<file path="src/rtl/hexuart_receiver_pkg.sv">
// hexuart_receiver_pkg: ASCII constants, FSM encodings and bit-timing helpers shared by the hexuart chain.
package hexuart_receiver_pkg;
    localparam logic [7:0] ASCII_LF = 8'h0a;
    localparam logic [7:0] ASCII_CR = 8'h0d;
    localparam logic [7:0] ASCII_0  = 8'h30;
    localparam logic [7:0] ASCII_UA = 8'h41;
    localparam logic [7:0] ASCII_LA = 8'h61;

    typedef enum logic [1:0] {P_PREFIX, P_HEX, P_LF} line_state_t;
    typedef enum logic [2:0] {S_IDLE, S_START, S_DATA, S_STOP, S_BREAK} byte_state_t;

    function automatic int sample_clks(input int clkfreq, input int baudrate);
        return clkfreq / baudrate;
    endfunction

    // {valid, nibble}; valid is low for anything outside 0-9, A-F, a-f
    function automatic logic [4:0] hex_nibble(input logic [7:0] c);
        return (c >= ASCII_0  && c <= 8'h39) ? {1'b1, 4'(c - ASCII_0)} :
               (c >= ASCII_UA && c <= 8'h46) ? {1'b1, 4'(c - ASCII_UA + 8'd10)} :
               (c >= ASCII_LA && c <= 8'h66) ? {1'b1, 4'(c - ASCII_LA + 8'd10)} : 5'd0;
    endfunction
endpackage

</file>
<file path="src/rtl/hexuart_receiver_if.sv">
// hexuart_receiver_if: serial input and parsed-record outputs of the hexuart receiver.
interface hexuart_receiver_if;
    logic        rx;
    logic [7:0]  prefix;
    logic [31:0] value;
    logic        newval;
    logic        frame_err;
    logic        parse_err;

    modport slave  (input rx, output prefix, value, newval, frame_err, parse_err);
    modport master (output rx, input prefix, value, newval, frame_err, parse_err);
endinterface

</file>
<file path="src/rtl/hexuart_rx_byte.sv">
// hexuart_rx_byte: rx synchroniser and 8N1 byte deserialiser with glitch rejection and break recovery.
module hexuart_rx_byte import hexuart_receiver_pkg::*; #(
    parameter int SAMPLECLK = 434
) (
    input  logic       clk,
    input  logic       reset_n,
    input  logic       rx,
    output logic [7:0] byte_out,
    output logic       byte_valid,
    output logic       frame_err
);
    localparam logic [15:0] W_FULL = 16'(SAMPLECLK - 1);
    localparam logic [15:0] W_HALF = 16'(SAMPLECLK / 2 - 1);

    byte_state_t r_state, w_next;
    logic        r_rx_meta, r_rx_s;
    logic [15:0] r_timer;
    logic [2:0]  r_bit;
    logic [7:0]  r_shift;
    logic        w_tick;

    always_ff @(posedge clk or negedge reset_n)
        if (!reset_n) {r_rx_meta, r_rx_s} <= 2'b11;
        else {r_rx_meta, r_rx_s} <= {rx, r_rx_meta};

    always_ff @(posedge clk or negedge reset_n)
        if (!reset_n) r_state <= S_IDLE;
        else r_state <= w_next;

    assign w_tick = r_timer == 16'd0 && (r_state == S_START || r_state == S_DATA || r_state == S_STOP);

    always_comb begin
        w_next = r_state;
        case (r_state)
            S_IDLE:  w_next = r_rx_s ? S_IDLE : S_START;
            S_START: w_next = !w_tick ? S_START : r_rx_s ? S_IDLE : S_DATA;
            S_DATA:  w_next = (w_tick && r_bit == 3'd7) ? S_STOP : S_DATA;
            S_STOP:  w_next = !w_tick ? S_STOP : r_rx_s ? S_IDLE : S_BREAK;
            S_BREAK: w_next = r_rx_s ? S_IDLE : S_BREAK;
            default: w_next = S_IDLE;
        endcase
    end

    // Idle preloads the half-bit delay so the start bit is sampled mid-bit
    always_ff @(posedge clk or negedge reset_n)
        if (!reset_n) begin
            r_timer <= 16'd0;
            r_bit   <= 3'd0;
            r_shift <= 8'd0;
        end else begin
            r_timer <= (r_state == S_IDLE) ? W_HALF :
                       (w_tick || r_state == S_BREAK) ? W_FULL : r_timer - 16'd1;
            r_bit   <= (r_state != S_DATA) ? 3'd0 : w_tick ? r_bit + 3'd1 : r_bit;
            if (r_state == S_DATA && w_tick) r_shift <= {r_rx_s, r_shift[7:1]};
        end

    always_comb begin
        byte_out   = r_shift;
        byte_valid = r_state == S_STOP && w_tick && r_rx_s;
        frame_err  = r_state == S_STOP && w_tick && !r_rx_s;
    end
endmodule

</file>
<file path="src/rtl/hexuart_receiver.sv">
// hexuart_receiver: parses "<prefix><8 hex>LF" lines from the serial rx line into {prefix,value} records.
module hexuart_receiver import hexuart_receiver_pkg::*; #(
    parameter int CLKFREQ  = 50000000,
    parameter int BAUDRATE = 115200
) (
    input logic              clk,
    input logic              reset_n,
    hexuart_receiver_if.slave bus
);
    localparam int SAMPLECLK = sample_clks(CLKFREQ, BAUDRATE);

    logic [7:0]  w_byte;
    logic        w_byte_valid, w_frame_err;
    line_state_t r_lstate, w_lnext;
    logic [4:0]  w_hex;
    logic        w_printable, w_take_prefix, w_take_digit, w_commit, w_perr;
    logic [31:0] r_acc, r_value;
    logic [7:0]  r_pfx, r_prefix;
    logic [2:0]  r_cnt;
    logic        r_newval, r_parse_err, r_frame_err;

    hexuart_rx_byte #(.SAMPLECLK(SAMPLECLK)) u_byte (
        .clk        (clk),
        .reset_n    (reset_n),
        .rx         (bus.rx),
        .byte_out   (w_byte),
        .byte_valid (w_byte_valid),
        .frame_err  (w_frame_err)
    );

    always_ff @(posedge clk or negedge reset_n)
        if (!reset_n) r_lstate <= P_PREFIX;
        else r_lstate <= w_lnext;

    // A framing error abandons the partial line silently
    always_comb begin
        w_lnext = w_frame_err ? P_PREFIX :
                  !w_byte_valid ? r_lstate :
                  (r_lstate == P_PREFIX) ? (w_printable ? P_HEX : P_PREFIX) :
                  (r_lstate == P_HEX && w_hex[4]) ? (r_cnt == 3'd7 ? P_LF : P_HEX) : P_PREFIX;
    end

    always_comb begin
        w_hex         = hex_nibble(w_byte);
        w_printable   = w_byte >= 8'h21 && w_byte <= 8'h7e && w_byte != ASCII_LF && w_byte != ASCII_CR;
        w_take_prefix = w_byte_valid && r_lstate == P_PREFIX && w_printable;
        w_take_digit  = w_byte_valid && r_lstate == P_HEX && w_hex[4];
        w_commit      = w_byte_valid && r_lstate == P_LF && w_byte == ASCII_LF;
        w_perr        = w_byte_valid && ((r_lstate == P_HEX && !w_hex[4]) ||
                                         (r_lstate == P_LF && w_byte != ASCII_LF));
    end

    always_ff @(posedge clk or negedge reset_n)
        if (!reset_n) begin
            r_acc       <= 32'd0;
            r_pfx       <= 8'd0;
            r_cnt       <= 3'd0;
            r_prefix    <= 8'd0;
            r_value     <= 32'd0;
            r_newval    <= 1'b0;
            r_parse_err <= 1'b0;
            r_frame_err <= 1'b0;
        end else begin
            r_newval    <= w_commit;
            r_parse_err <= w_perr;
            r_frame_err <= w_frame_err;
            if (w_take_prefix) begin
                r_pfx <= w_byte;
                r_cnt <= 3'd0;
            end
            if (w_take_digit) begin
                r_acc <= {r_acc[27:0], w_hex[3:0]};
                r_cnt <= r_cnt + 3'd1;
            end
            if (w_commit) begin
                r_prefix <= r_pfx;
                r_value  <= r_acc;
            end
        end

    assign bus.prefix    = r_prefix;
    assign bus.value     = r_value;
    assign bus.newval    = r_newval;
    assign bus.frame_err = r_frame_err;
    assign bus.parse_err = r_parse_err;
endmodule

</file>
<file path="src/flat_wrapper.sv">
// flat-port wrapper written by rule: the top's interface ports become plain ports
module hexuart_receiver_flat import hexuart_receiver_pkg::*;
#(
    parameter int CLKFREQ  = 50000000,
    parameter int BAUDRATE = 115200
)
  (clk, reset_n, bus_rx, bus_prefix, bus_value, bus_newval, bus_frame_err, bus_parse_err);
  hexuart_receiver_if bus_i ();
  input logic clk;
  input logic reset_n;
  input wire logic [$bits(bus_i.rx)-1:0] bus_rx;
  output wire logic [$bits(bus_i.prefix)-1:0] bus_prefix;
  output wire logic [$bits(bus_i.value)-1:0] bus_value;
  output wire logic [$bits(bus_i.newval)-1:0] bus_newval;
  output wire logic [$bits(bus_i.frame_err)-1:0] bus_frame_err;
  output wire logic [$bits(bus_i.parse_err)-1:0] bus_parse_err;
  assign bus_i.rx = bus_rx;
  assign bus_prefix = bus_i.prefix;
  assign bus_value = bus_i.value;
  assign bus_newval = bus_i.newval;
  assign bus_frame_err = bus_i.frame_err;
  assign bus_parse_err = bus_i.parse_err;
  hexuart_receiver #(.CLKFREQ(CLKFREQ), .BAUDRATE(BAUDRATE)) u_core (.clk(clk), .reset_n(reset_n), .bus(bus_i));
endmodule
</file>
<file path="config.mk">
export PLATFORM = sky130hd
export DESIGN_NAME = hexuart_receiver_flat
export DESIGN_NICKNAME = d
export VERILOG_FILES = /design/src/rtl/hexuart_receiver_pkg.sv /design/src/rtl/hexuart_receiver_if.sv /design/src/rtl/hexuart_rx_byte.sv /design/src/rtl/hexuart_receiver.sv /design/src/flat_wrapper.sv
export SDC_FILE = /design/constraint.sdc
export NUM_CORES = 1
export LEC_CHECK = 0
export BUFFER_PORTS_ARGS = -buffer_cell sky130_fd_sc_hd__buf_2
export CORE_AREA = 4 4 104 106
export DETAILED_ROUTE_END_ITERATION = 7
export DIE_AREA = 0 0 108 110
export GPL_ROUTABILITY_DRIVEN = 0
export GPL_TIMING_DRIVEN = 1
export PLACE_DENSITY = 0.74
export SYNTH_ARGS = -nofsm -noshare
export SYNTH_HDL_FRONTEND = slang
export SYNTH_SLANG_ARGS = --single-unit
</file>
<file path="constraint.sdc">
create_clock -name clk -period 2.6 [get_ports clk]
set_input_delay 0.52 -clock clk [delete_from_list [all_inputs] [get_ports clk]]
set_output_delay 0.52 -clock clk [all_outputs]
set_load 0.01 [all_outputs]
</file>
==> Word level (Yosys, flattened, before mapping) <==
Cells that the tools add are included.
W data, S select, Z words.
{ "word_totals": {"register_bits": 120, "latchBits": 0, "mem_bits_rw": 0, "rom_bits": 0, "out_inout_bits": 43, "wordCells": 99, "memories": 0} }
{ "op_classes": {"add_sub_neg": 8, "n_mul": 0, "n_div": 0, "order_cmp": 8, "n_eq_ne": 12, "shifts": 0, "n_mux": 22, "bitwise_logic": 0, "n_reduce_logical": 34} }
{ "op_table": {"columns": ["op", "count"], "rows": [
  ["$mux W16", 2],
  ["$le A8 B7 Y1 const B", 3],
  ["$logic_and A1 B1 Y1", 22],
  ["$mux W3", 6],
  ["$ge A8 B6 Y1 const B", 2],
  ["$ge A8 B7 Y1 const B", 2],
  ["$logic_not A16 Y1", 1],
  ["$ne A8 B4 Y1 const B", 2],
  ["$sub A16 B1 Y16 const B", 1],
  ["$mux W5", 3],
  ["$pmux W3 S5", 1],
  ["$mux W2", 7],
  ["$sub A4 B1 Y4 const B", 3],
  ["$eq A3 B3 Y1 const B", 3],
  ["$add A4 B4 Y4 const B", 2],
  ["$eq A8 B4 Y1 const B", 1],
  ["$le A8 B6 Y1 const B", 1],
  ["$add A3 B1 Y3 const B", 2],
  ["$eq A3 B2 Y1 const B", 2],
  ["$reduce_bool A2 Y1", 3],
  ["$logic_or A1 B1 Y1", 4],
  ["$eq A3 B1 Y1 const B", 1],
  ["$logic_not A3 Y1", 1],
  ["$mux W1", 3],
  ["5 further kinds", 6]
]} }

==> Depth between registers and ports, before layout <==
{ "depth": {"ltp_word": 10, "mapped_depth": 9, "depth_no_buf": 7} }

==> Hierarchy <==
From an unflattened synthesis, not the netlist that was laid out.
{ "hier_totals": {"cells_unflattened": 375, "area_unflattened_um2": 5291.3} }
{ "modules_own_cells": {"columns": ["mod", "n_inst", "cells_each", "area_per_inst_um2"], "rows": [
  ["hexuart_receiver", 1, 238, 3712.3],
  ["hexuart_rx_byte", 1, 137, 1579.0]
]} }

==> Least setup slack after synthesis <==
OpenSTA, ideal clock, no wires.
{ "synth_path": {"path_kind": "reg-to-reg", "startpoint": "register u_core.u_byte.r_timer[4]", "endpoint": "register u_core.r_acc[30]", "arrival_ns": 2.334, "required_time_ns": 2.475, "path_slack_ns": 0.141, "path_stages_with_launch": 7, "path_buffers": 2, "synth_period_minus_slack_ns": 2.459, "cell_sequence": "dfrtp_1 or4_1 buf_2 nor4_4 o2111ai_4 buf_2 mux2_4"} }
{ "synth_between": {"elab_chain_cells": 6} }
{ "synth_lines": {"columns": ["element", "line_no", "text"], "rows": [
  ["start, declared", "hexuart_rx_byte.sv:17", "logic [15:0] r_timer;"],
  ["start signal, assigned", "hexuart_rx_byte.sv:51", "r_timer <= (r_state == S_IDLE) ? W_HALF :"],
  ["$logic_not A16 Y1", "hexuart_rx_byte.sv:30", "assign w_tick = r_timer == 16'd0 && (r_state == S_START || r_state == S_DATA || r_state == S_STOP);"],
  ["$logic_and A1 B1 Y1", "hexuart_rx_byte.sv:30", null],
  ["$logic_and A1 B1 Y1 (2 in series)", "hexuart_rx_byte.sv:59", "byte_valid = r_state == S_STOP && w_tick && r_rx_s;"],
  ["$logic_and A1 B1 Y1 (2 in series)", "hexuart_receiver.sv:47", "w_take_digit = w_byte_valid && r_lstate == P_HEX && w_hex[4];"],
  ["end signal, assigned", "hexuart_receiver.sv:72", "r_acc <= {r_acc[27:0], w_hex[3:0]};"],
  ["end, declared", "hexuart_receiver.sv:17", "logic [31:0] r_acc, r_value;"]
]} }
Every way passes these cells.
A chain may end at the register's enable or synchronous reset.

==> Worst setup path after layout <==
{ "layout_path": {"startpoint": "register u_core.u_byte.r_shift[0] (netlist: u_core.u_byte.byte_out[0])", "endpoint": "register u_core.r_acc[6]"} }
{ "layout_between": {"elab_chain_cells": 6, "elab_cells_between_ends": 13, "cone_classes": "order compare (6); mux (3); reduce/logical (4)"} }
{ "layout_lines": {"columns": ["element", "line_no", "text"], "rows": [
  ["start, declared", "hexuart_rx_byte.sv:19", "logic [7:0] r_shift;"],
  ["start signal, assigned", "hexuart_rx_byte.sv:54", "if (r_state == S_DATA && w_tick) r_shift <= {r_rx_s, r_shift[7:1]};"],
  ["$ge A8 B7 Y1 / $le A8 B7 Y1 (equally long branches)", "hexuart_receiver_pkg.sv:20", "(c >= ASCII_LA && c <= 8'h66) ? {1'b1, 4'(c - ASCII_LA + 8'd10)} : 5'd0;"],
  ["$logic_and A1 B1 Y1", "hexuart_receiver_pkg.sv:20", null],
  ["$mux W5", "hexuart_receiver_pkg.sv:20", null],
  ["$mux W5", "hexuart_receiver_pkg.sv:19", "(c >= ASCII_UA && c <= 8'h46) ? {1'b1, 4'(c - ASCII_UA + 8'd10)} :"],
  ["$mux W5 (*)", "hexuart_receiver_pkg.sv:18", "return (c >= ASCII_0 && c <= 8'h39) ? {1'b1, 4'(c - ASCII_0)} :"],
  ["$logic_and A1 B1 Y1 (*)", "hexuart_receiver.sv:47", null]
]} }
Every way passes the cells marked *; elsewhere a longest branch is shown, timed or not.

==> reports/results.txt <==
Initial Utilization = 0.525
via count = 3165
WS Path Type = register to register
number of global-route vias before repair = 3324
clk_lat worst skew = 510 ps
most common cell after layout, fill and taps aside = dfrtp_1
RSZ-0062 raised after global routing = no
final hold viol count = 0
Post-Syn Nets = 395
fraction of layout cells with a size suffix above 1 = 0.404
Post-Synthesis Cells = 382
clk slew on worst S/H paths = 60 ps
syn avg cell area = 13.4 sq um
Clock Power Share = 0.541
root buf cell = clkbuf_8
clk_skew = 9.98 ps
ys flop type = dfrtp_1
most frequent cells in the layout = dfrtp_1 (118), mux2_2 (60), buf_2 (44)
Port Buffers = 45
Pre-antenna DRT Iters = 4
Final Setup Violations = 0
total negative slack = 0 ps
DR iter-0 viols = 125
crit path DAT = 2840 ps
H-tree levels = 4
logic gate share of total power = 0.010
drt wl/cell = 15.7 microns
cts bufs inserted = 17
number of synthesized flops with an enable pin = 0
async set-reset flop share out of synthesis = 1.00
ANT nets after route = 0
fin crit share = 0.942
Seq pwr share = 0.449
cell internal pwr = 3260 uW
Worst-Margin Slew = 620 ps
Switching Fraction = 0.218
max-cap viol count = 0
register area share after synthesis = 0.586
maximum number of pins on one net before global-route repair = 44
P per Cell Area = 675 nW/um^2
Synth warnings = 0
Crit Path Max Fanout = 19
antenna fix cells = 0
initial antenna violation count = 0
Peak supply drop = 0.387 mV
nature of the critical path startpoint = register
Yosys reg bits = 120
Post-Route WL = 9280 microns
CTS sink cnt = 120
CTS tree = done
dpl hpwl = 6200 microns
Final #Nets = 458
vias per cell = 5.36
Die Ht = 110 microns
All-Layer GR Usage = 0.175
CP Capture Type = register
Leak = 0.00316 uW
Worst Hold Class = input pin to register
die width = 108 microns
outcome = finished clean
P&R area growth vs syn = 20.7%
Sw Pwr = 912 uW
I/O pin total = 46
core area = 9770 sq um
Unique masters post-synth = 45
maximum clock frequency = 408 MHz
total power = 4180 uW
first-pass GRT wire length = 16200 microns
Post-route DRC = 0
max-slew violation count = 0
die outline area = 11900 sq um
minimum clock period = 2450 ps
clock tree buffer depth = 2
Worst slew margin = 0.581
gr ovfl total = 0
synthesized cell area = 5130 sq um
Rows = 36
CP required = 2990 ps
==> synthesized netlist by cell type, types with 5 or more instances <==
master	number	area [sq um]
mux2_4	22	330
nor4_1	5	31.3
mux2_2	60	676
clkbuf_1	6	22.5
xnor2_1	9	78.8
nand2_1	27	101
dfrtp_1	118	2950
o21ai_0	13	65.1
ha_1	10	125
xor2_1	5	43.8
nor2_1	26	97.6
buf_2	8	40.0
or4_1	6	45.0
nor3_1	5	25.0
a21oi_1	10	50.1
==> path summary, 6_finish.rpt <==
path | start | slack [ps] | to | cells past startpoint
min in group asynchronous | reset_n | 540 | u_core.u_byte.r_timer[14] | 2
worst min register to register | u_core.u_byte.r_rx_meta | 360 | u_core.u_byte.r_rx_s | 0
max in group asynchronous | reset_n | 1390 | u_core.u_byte.r_rx_s | 3
worst max-delay path | u_core.u_byte.byte_out[0] | 150 | u_core.r_acc[6] | 7
worst min-delay path | bus_rx | 110 | u_core.u_byte.r_rx_meta | 1
worst max register to register | u_core.u_byte.byte_out[0] | 150 | u_core.r_acc[6] | 7
==> critical path: stages, from the launching register on <==
cell,delay [ps]
dfrtp_1,430
inv_1,150
ha_1,190
or3b_2,450
and3_1,260
o2111ai_4,270
buf_12,230
mux2_2,350
==> metrics by stage <==
| step | cells | utilization | hold slack (ps) | cell area [sq um] | setup WS (ps) |
|---|---|---|---|---|---|
| 3_3_place_gp | 557 | 0.571 | 348 | 5580 | 150 |
| 4_1_cts | 590 | 0.632 | 87.1 | 6170 | 67.0 |
| 6_report | 591 | 0.633 | 111 | 6190 | 150 |
| 5_1_grt | 591 | 0.633 | 84.3 | 6190 | 32.3 |
| 2_1_floorplan | 382 | - | 224 | 5130 | 141 |
| 3_5_place_dp | 557 | 0.571 | 349 | 5580 | 93.6 |
==> sequential cells by signal (all words and copies together) (netlist names), 2 cells and up <==
register	flops
u_core.r_acc	32
u_core.bus.prefix	8
u_core.u_byte.byte_out	8
u_core.bus.value	32
u_core.u_byte.r_bit	3
u_core.u_byte.r_timer	16
u_core.r_lstate	2
u_core.u_byte.r_state	3
u_core.r_pfx	8
u_core.r_cnt	3
==> power groups by stage <==
stage | combinational (uW) | sequential [uW] | clock [uW]
finish | 43.8 | 1870 | 2260
detailed placement | 45.9 | 1910 | 0
global placement | 44.1 | 1910 | 0
floorplan | 0.532 | 1910 | 0
global route | 52.6 | 1870 | 2410
CTS | 47.1 | 1870 | 2320
==> per-layer routing <==
metal / GRT usage / vias up / share of wire
met5: 0 / - / 0
met1: 0.237 / 1614 / 0.46
li1: - / 1485 / -
met4: 0.0649 / 0 / 0.014
met2: 0.276 / 51 / 0.50
met3: 0.0460 / 15 / 0.031
==> repair_timing <==
action	in CTS	in global routing
buffers inserted	0	1
endpoints found under the hold margin	23	0
setup endpoints to repair	0	15
gates resized for setup	0	2
hold buffers	1	0
==> cells by family (layout without fill, tap and decap cells) <==
family          count (synthesis)  in the layout  synth area share
flops                         120            120             0.586
simple gates                   99             99             0.104
mux                            83             83             0.198
compound gates                 35             35            0.0437
buf+inv                        21             97            0.0202
xor+xnor                       14             14            0.0239
fa+ha+maj                      10             10            0.0244
==> cell type report <==
type | instances | area (sq um)
fillers | 733 | 3580
flip-flops and latches | 120 | 3010
multi-input cells | 241 | 2030
clock buffers | 18 | 418
repair buffers | 61 | 392
well taps | 133 | 166
clock inverters | 14 | 163
inverters | 4 | 15.0
(Power assumes the default switching activity.)
